<file path="config.mk">
export PLATFORM = sky130hd
export DESIGN_NAME = param_seq_detector
export DESIGN_NICKNAME = d
export VERILOG_FILES = /design/src/rtl/seq_det_pkg.sv /design/src/rtl/seq_det_sat_counter.sv /design/src/rtl/param_seq_detector.sv
export SDC_FILE = /design/constraint.sdc
export NUM_CORES = 1
export LEC_CHECK = 0
export CORE_AREA = 2 2 39 41
export DETAILED_ROUTE_END_ITERATION = 10
export DIE_AREA = 0 0 41 43
export SLEW_MARGIN = 20
export SYNTH_ARGS = -nofsm -noshare
export SYNTH_HDL_FRONTEND = slang
export SYNTH_SLANG_ARGS = --single-unit
</file>
<file path="constraint.sdc">
create_clock -name clk -period 1.4 [get_ports clk]
set_input_delay 0.28 -clock clk [delete_from_list [all_inputs] [get_ports clk]]
set_output_delay 0.28 -clock clk [all_outputs]
set_load 0.005 [all_outputs]
</file>
<file path="src/rtl/seq_det_pkg.sv">
// seq_det_pkg: state-width helper and elaboration-time KMP transition builder for the serial detector.
package seq_det_pkg;
    localparam int MAX_PAT_LEN = 16;
    localparam int MAX_SW = $clog2(MAX_PAT_LEN + 1);
    typedef logic [MAX_SW-1:0] state_vec_t;

    function automatic int state_w(input int pat_len);
        return $clog2(pat_len + 1);
    endfunction

    // Longest suffix of (first k pattern bits, b) that is also a pattern prefix, capped at pat_len.
    // From k == pat_len this is the overlapping continuation via the failure length.
    function automatic state_vec_t next_state(input int k, input logic b,
                                              input logic [MAX_PAT_LEN-1:0] pat, input int pat_len);
        int lmax;
        int m;
        logic ok;
        logic sb;
        state_vec_t res;
        lmax = (k < pat_len) ? k + 1 : pat_len;
        res = '0;
        for (int l = lmax; l >= 1; l--) begin
            ok = 1'b1;
            for (int j = 0; j < l; j++) begin
                m = k + 1 - l + j;
                if (m == k) sb = b;
                else sb = pat[4'(pat_len - 1 - m)];
                if (sb != pat[4'(pat_len - 1 - j)]) ok = 1'b0;
            end
            if (ok && res == '0) res = state_vec_t'(l);
        end
        return res;
    endfunction
endpackage

</file>
<file path="src/rtl/seq_det_sat_counter.sv">
// seq_det_sat_counter: saturating match counter with synchronous clear (clear, then count).
// Built only when SEQ_DET_CNT_EN is defined.
`ifdef SEQ_DET_CNT_EN
module seq_det_sat_counter #(
    parameter int CNT_BITS = 8
) (
    input  logic                clk,
    input  logic                rst,
    input  logic                clr_i,
    input  logic                inc_i,
    output logic [CNT_BITS-1:0] cnt_o,
    output logic                sat_o
);
    logic [CNT_BITS-1:0] cnt_q, cnt_d;
    always_comb cnt_d = clr_i ? CNT_BITS'(inc_i) : (inc_i && !sat_o) ? cnt_q + 1'b1 : cnt_q;
    always_ff @(posedge clk) cnt_q <= rst ? '0 : cnt_d;
    assign cnt_o = cnt_q;
    assign sat_o = &cnt_q;
endmodule
`endif

</file>
<file path="src/rtl/param_seq_detector.sv">
// param_seq_detector: parametrised Moore serial-pattern detector with KMP fallback and overlap select.
// Define SEQ_DET_CNT_EN to add the saturating match counter (match_cnt, cnt_sat, clr_cnt).
module param_seq_detector
    import seq_det_pkg::*;
#(
    parameter int                 PAT_LEN = 4,
    parameter logic [PAT_LEN-1:0] PATTERN = 4'b1101
`ifdef SEQ_DET_CNT_EN
    ,
    parameter int                 CNT_BITS = 8
`endif
) (
    input  logic                clk,
    input  logic                rst,
    input  logic                i,
    input  logic                in_valid,
    input  logic                overlap,
`ifdef SEQ_DET_CNT_EN
    output logic [CNT_BITS-1:0] match_cnt,
    output logic                cnt_sat,
    input  logic                clr_cnt,
`endif
    output logic                o
);
    localparam int SW = state_w(PAT_LEN);
    localparam logic [SW-1:0] FULL = SW'(PAT_LEN);

    logic [SW-1:0] nxt_tbl [PAT_LEN+1][2];
    logic [SW-1:0] k_q, k_d, k_nxt;

    for (genvar s = 0; s <= PAT_LEN; s++) begin : g_row
        for (genvar b = 0; b < 2; b++) begin : g_col
            assign nxt_tbl[s][b] = SW'(next_state(s, 1'(b), MAX_PAT_LEN'(PATTERN), PAT_LEN));
        end
    end

    // Non-overlap mode treats the bit after a match as the first bit of a fresh search.
    always_comb begin
        k_nxt = (k_q == FULL && !overlap) ? nxt_tbl[0][i] : nxt_tbl[k_q][i];
        k_d = in_valid ? k_nxt : k_q;
    end

    always_ff @(posedge clk) k_q <= rst ? '0 : k_d;

    assign o = (k_q == FULL);

`ifdef SEQ_DET_CNT_EN
    seq_det_sat_counter #(.CNT_BITS(CNT_BITS)) u_cnt (
        .clk  (clk),
        .rst  (rst),
        .clr_i(clr_cnt),
        .inc_i(in_valid && k_nxt == FULL),
        .cnt_o(match_cnt),
        .sat_o(cnt_sat)
    );
`endif
endmodule

</file>
==> summary.md, run 1 <==
| Metric | Value |
|---|---|
| Run status | `finished, final reports clean` |
| Share of the synthesized area in the top cell type | `29.09%` |
| Synth Flop Type | `dfxtp_1` |
| I/O pins | `6` |
| Final min period | `1320 ps` |
| CTS H-tree lvls | `1` |
| Num Clock Sinks | `3` |
| WL/cell | `9.750 um` |
| Hold_sp | `k_q[1]$_SDFFE_PP0P_` |
| Starting Density | `14.92%` |
| Most instantiated cells after synthesis | `5 x inv_1, 4 x nor2_1, 3 x dfxtp_1, 3 x ha_1, 2 x a21oi_1` |
| Die width | `41 um` |
| Total Routing Usage GR | `7.007%` |
| Post-CTS Setup Repair Bufs | `0` |
| Max Cap Violations | `0` |
| Clock transition at path regs | `40 ps` |
| Max FFs per register | `3` |
| Uppermost routed layer | `met3` |
| Placer Congestion | `0.6674` |
| Area of the mapped netlist | `206.4 um^2` |
| Reg-to-reg slack, setup | `80 ps` |
| YS warnings | `0` |
| Root buf cell | `clkbuf_4` |
| Vias in the first global route | `199` |
| Crit. End Element | `flop` |
| Setup tns final | `0 ps` |
| Fraction of registers with async set/reset | `0%` |
| Top-count cell post-synth | `inv_1` |
| Number of synthesized register bits | `3` |
| Area contributors post-synth | `dfxtp_1 29%, ha_1 18%, inv_1 9.1%, nor2_1 7.3%, mux2_1 5.5%` |
| Slew Limit Headroom | `86.04%` |
| First-pass GRT wire length | `745 um` |
| # rows | `14` |
| DRT antenna net count | `0` |
| Worst vdd ir | `0.4147 mV` |
| Cells after Synth | `26` |
| Share of cells above drive strength 1 | `42.50%` |
| # diodes | `0` |
| Crit path max-delay family | `compound AO/OA/AOI/OAI gates` |
| Via count | `214` |
| Post-route cell area | `367.9 um^2` |
| # DRC | `0` |
| Clock Skew | `2.811 ps` |
| Hold buffer count at CTS | `0` |
| Biggest regs | `k_q x3` |
| Max Clock Freq | `757.6 MHz` |
| Final Max Slew Viols | `0` |
| Grt ovf | `0` |
| Count of cell types in the netlist | `14` |
| Post-synth EDFFs | `0` |
| Avg Cell Area, Syn | `7.940 um^2` |
| R2r startpoint | `k_q[1]$_SDFFE_PP0P_` |
| Worst path arrival time | `1430 ps` |
| PD cells | `901.0 nW/um^2` |
| Die Area | `1763 um^2` |
| Final setup vio count | `0` |
| Min-delay worst type | `reg -> reg` |
| CP Launch Type | `flop` |
| Met1 wire length | `208 um` |
| Final WL | `546 um` |
| Total Nets Final | `49` |
| Leak pwr | `0.0001566 uW` |
| Sequential fraction of the synthesis area | `29.09%` |
| Drt initial violations | `5` |
| CP Class | `reg -> reg` |
| Worst-skew pair later-pin latency | `240 ps` |
| Average vias per placed instance | `3.821` |
| RSZ-0062 raised after global routing | `no` |
| Pin count of the biggest net entering global routing | `6` |
| Met3 WL | `56 um` |
| CP startpoint | `k_q[1]$_SDFFE_PP0P_` |
| Placed inst area | `314.1 um^2` |
| Core area | `1384 um^2` |
| Final Hold Fails | `0` |
| Critical path's largest stage delay | `310 ps` |
| Data required, critical path | `1510 ps` |
| Post-Syn Nets | `34` |
| Port Buffers | `5` |
| TritonCTS Buffers | `3` |
| Drt pass-1 iters | `2` |
| Critical-path cell list | `buf_4 -> ha_2 -> mux2_4 -> a221oi_2 -> a211oi_2` |
| Top reg by flops | `k_q` |
| P&R area growth vs syn | `78.18%` |
| CP Buf/Inv Count | `1` |
| Initial antenna violation count | `0` |
| Worst Tran Pin Value | `209.4 ps` |
| CTS tree | `built` |
| Critical Path Fanout Max | `3` |
| DR WL met2 | `281 um` |
| HPWL Detailed | `352.9 um` |
| Largest area contributor in the netlist | `dfxtp_1` |
| Worst path slowest cell | `dfxtp_2` |
| Die height | `43 um` |
| Final Cycle Share | `94.28%` |
| Max Root-Sink Buffers | `2` |
## what timing repair did
action | CTS | global route
resized for setup | 10 | 3
pin swaps | 0 | 1
cloned | 0 | 0
setup endpoints to repair | 2 | 1
## metal layers
layer  global-route usage (%)  vias up
met2                    10.31        8
met3                    7.853        0
met1                    6.051       91
li1                         -      115
met4                    2.000        0
met5                        0        -
## cell type report
| type | instances | area, um^2 |
|---|---|---|
| inverters | 5 | 18.77 |
| multi-input cells | 18 | 157.7 |
| repair buffers | 10 | 82.58 |
| flip-flops and latches | 3 | 62.56 |
| fillers | 157 | 1016 |
| well taps | 16 | 20.02 |
| clock buffers | 4 | 26.28 |
## kinds of logic (layout without fill, tap and decap cells)
group | count (synthesis) | in the layout | synth area share (%)
adders and majority gates | 3 | 3 | 18.18
and+or+nand+nor | 8 | 8 | 18.18
AOI/OAI and AO/OA | 6 | 6 | 20.00
muxes | 1 | 1 | 5.454
DFF | 3 | 3 | 29.09
buffers and inverters | 5 | 19 | 9.092
## path summary, 6_finish.rpt
path / end / cells after the start
worst min-delay path: k_q[1]$_SDFFE_PP0P_ / 2
worst max register to register: k_q[0]$_SDFFE_PP0P_ / 5
worst min register to register: k_q[1]$_SDFFE_PP0P_ / 2
worst max-delay path: k_q[0]$_SDFFE_PP0P_ / 5
## worst reg2reg max path, delay by kind of cell, from the launching register on
kind,cells,cell delay (ps)
muxes,1,270
buffers and inverters,1,130
adders and majority gates,1,170
AOI/OAI and AO/OA,2,320
DFF,1,310
## per-stage QoR
stage          setup WS, ps  total power [uW]  std cells  hold WS (ps)  util (%)
2_1_floorplan         90.58             121.3         26         349.1         -
3_3_place_gp         -160.1             153.6         52         575.3     22.69
3_5_place_dp         -177.9             153.8         52         578.9     22.69
4_1_cts               7.065             333.3         56         574.0     25.77
5_1_grt               20.77             349.0         56         609.1     26.58
6_report              80.05             331.4         56         563.9     26.58
## where the power goes
group	internal, uW	leakage (uW)	switching (uW)
logic	44.0	0.000116	32.1
registers	91.4	0.0000253	2.53
clock network	107	0.0000150	54.0
total	243	0.000157	88.6
## placed cells by master (no fill, tap or decap)
cell | Yosys | routed
nor2b_1 | 1 | 1
nand2_1 | 1 | 1
ha_1 | 3 | 1
a211oi_2 | 0 | 1
clkbuf_1 | 0 | 1
mux2_4 | 0 | 1
dfxtp_1 | 3 | 1
dfxtp_2 | 0 | 2
a32o_1 | 1 | 1
nor2_1 | 4 | 4
ha_4 | 0 | 1
inv_2 | 0 | 1
inv_1 | 5 | 4
o21ai_0 | 1 | 1
clkdlybuf4s50_1 | 0 | 4
buf_4 | 0 | 5
a21oi_1 | 2 | 2
buf_2 | 0 | 1
clkbuf_4 | 0 | 3
ha_2 | 0 | 1
nand4_1 | 1 | 1
and2_1 | 1 | 1
a221oi_2 | 0 | 1
No activity file was read; power rests on OpenSTA's default activity.
==> run 2: changes to the inputs <==
Settings changed: CTS_CLUSTER_SIZE from default to 16, HOLD_SLACK_MARGIN from default to 0.06.
==> results of run 2 <==
The final DEF is identical to that of run 1; final timing and power are the same.
==> run 3: changes to the inputs <==
Settings changed: MAX_ROUTING_LAYER from default to met4, SYNTH_HIERARCHICAL from default to 1.
==> results of run 3 <==
The final DEF is identical to that of run 1; final timing and power are the same.
Among the figures that moved: Yosys warning count 0 -> 6; final weighted congestion in routability-driven placement 0.6674 -> 0.6739; overall routing resource usage 7.007% -> 7.179%
==> RTL edit: new RTL, flow settings as in run 3 <==
Change the parameter `PAT_LEN` from 4 to 16.
--- a/src/rtl/param_seq_detector.sv
+++ b/src/rtl/param_seq_detector.sv
@@ -5,3 +5,3 @@
 #(
-    parameter int                 PAT_LEN = 4,
+    parameter int                 PAT_LEN = 16,
     parameter logic [PAT_LEN-1:0] PATTERN = 4'b1101
Check against the original RTL: not equivalent (Yosys sat finds a counterexample within 10 cycles, from zero or initial values and one cycle with rst high).
==> RTL edit against run 3 <==
The flow now finishes with violations (setup timing); routed wire length is 110% higher; worst hold slack gained 0.053 ns; final cell count is 59% higher; cell area rose by 83%; synthesized cell count grew 100%; combinational power grew 38%; sequential cell count up 2; area after synthesis is 100% higher; worst setup slack got worse by 0.14 ns; total power up 29%; largest power group unchanged; highest routed layer is now met4.
==> RTL edit: results <==
group,metric,value,unit
global_routing,met2_usage,24.4,%
finish,finalNetCount,83,
outcome,violations,"setup timing",
synth,synth_compound_area_share,25.6,%
place,gp_congestion,0.836,
place,post-place-cells,85,
synth,synthCells,52,
global_routing,grt_usage,17.0,%
pwr,pg_clk,170,uW
pwr,p_total,429,uW
finish,buffer_area_share,25.7,%
global_routing,grt_pass1_wl,1.90,mm
finish,reg_top3,"k_q: 5 flops",
sta,setup_ws,-0.0629,ns
finish,nNonClkInverters,3,
pwr,peakVddDrop,0.479,mV
place,pre_cts_ws,-0.288,ns
detailed_routing,vias,459,
sta,skew,0.00615,ns
place,post-dp-hpwl,823,um
detailed_routing,met1_length,460,um
synth,ys_seq_area_share,23.8,%
synth,syn_area,420,sq um
clock_network,cts.sinks,5,
detailed_routing,dr_wl_met2,600,um
global_routing,grt_max_degree,7,
critical_path,cp.arrival,1.64,ns
outcome,outcome,"complete, but fails checks",
sta,setup_viol,2,
==> RTL edit: changes by cell type in the layout (fill, tap and decap cells not counted), moves of 2 or more <==
cell and delta:
buf_6 +2, nor3_1 +2, inv_1 -3, a31oi_1 +2, buf_4 +9, nand2b_1 +2
a2bb2oi_1 +2, dfxtp_1 +2, nand2_1 +4
==> RTL edit: worst paths after layout <==
path / endpoint / slack [ns] / cells after the start
max reg2reg: k_q[1]$_SDFFE_PP0P_ / -0.06 / 7
min: k_q[1]$_SDFFE_PP0P_ / 0.62 / 3
max: k_q[1]$_SDFFE_PP0P_ / -0.06 / 7
min reg2reg: k_q[1]$_SDFFE_PP0P_ / 0.62 / 3
==> RTL edit: worst reg2reg max path: cells and delay by family (launching register included) <==
| family | cells | cell delay [ns] |
|---|---|---|
| AO/OA/AOI/OAI | 2 | 0.26 |
| adder cells (fa/ha/maj) | 1 | 0.10 |
| buffers and inverters | 2 | 0.16 |
| flip-flops | 1 | 0.33 |
| AND/OR/NAND/NOR | 2 | 0.54 |
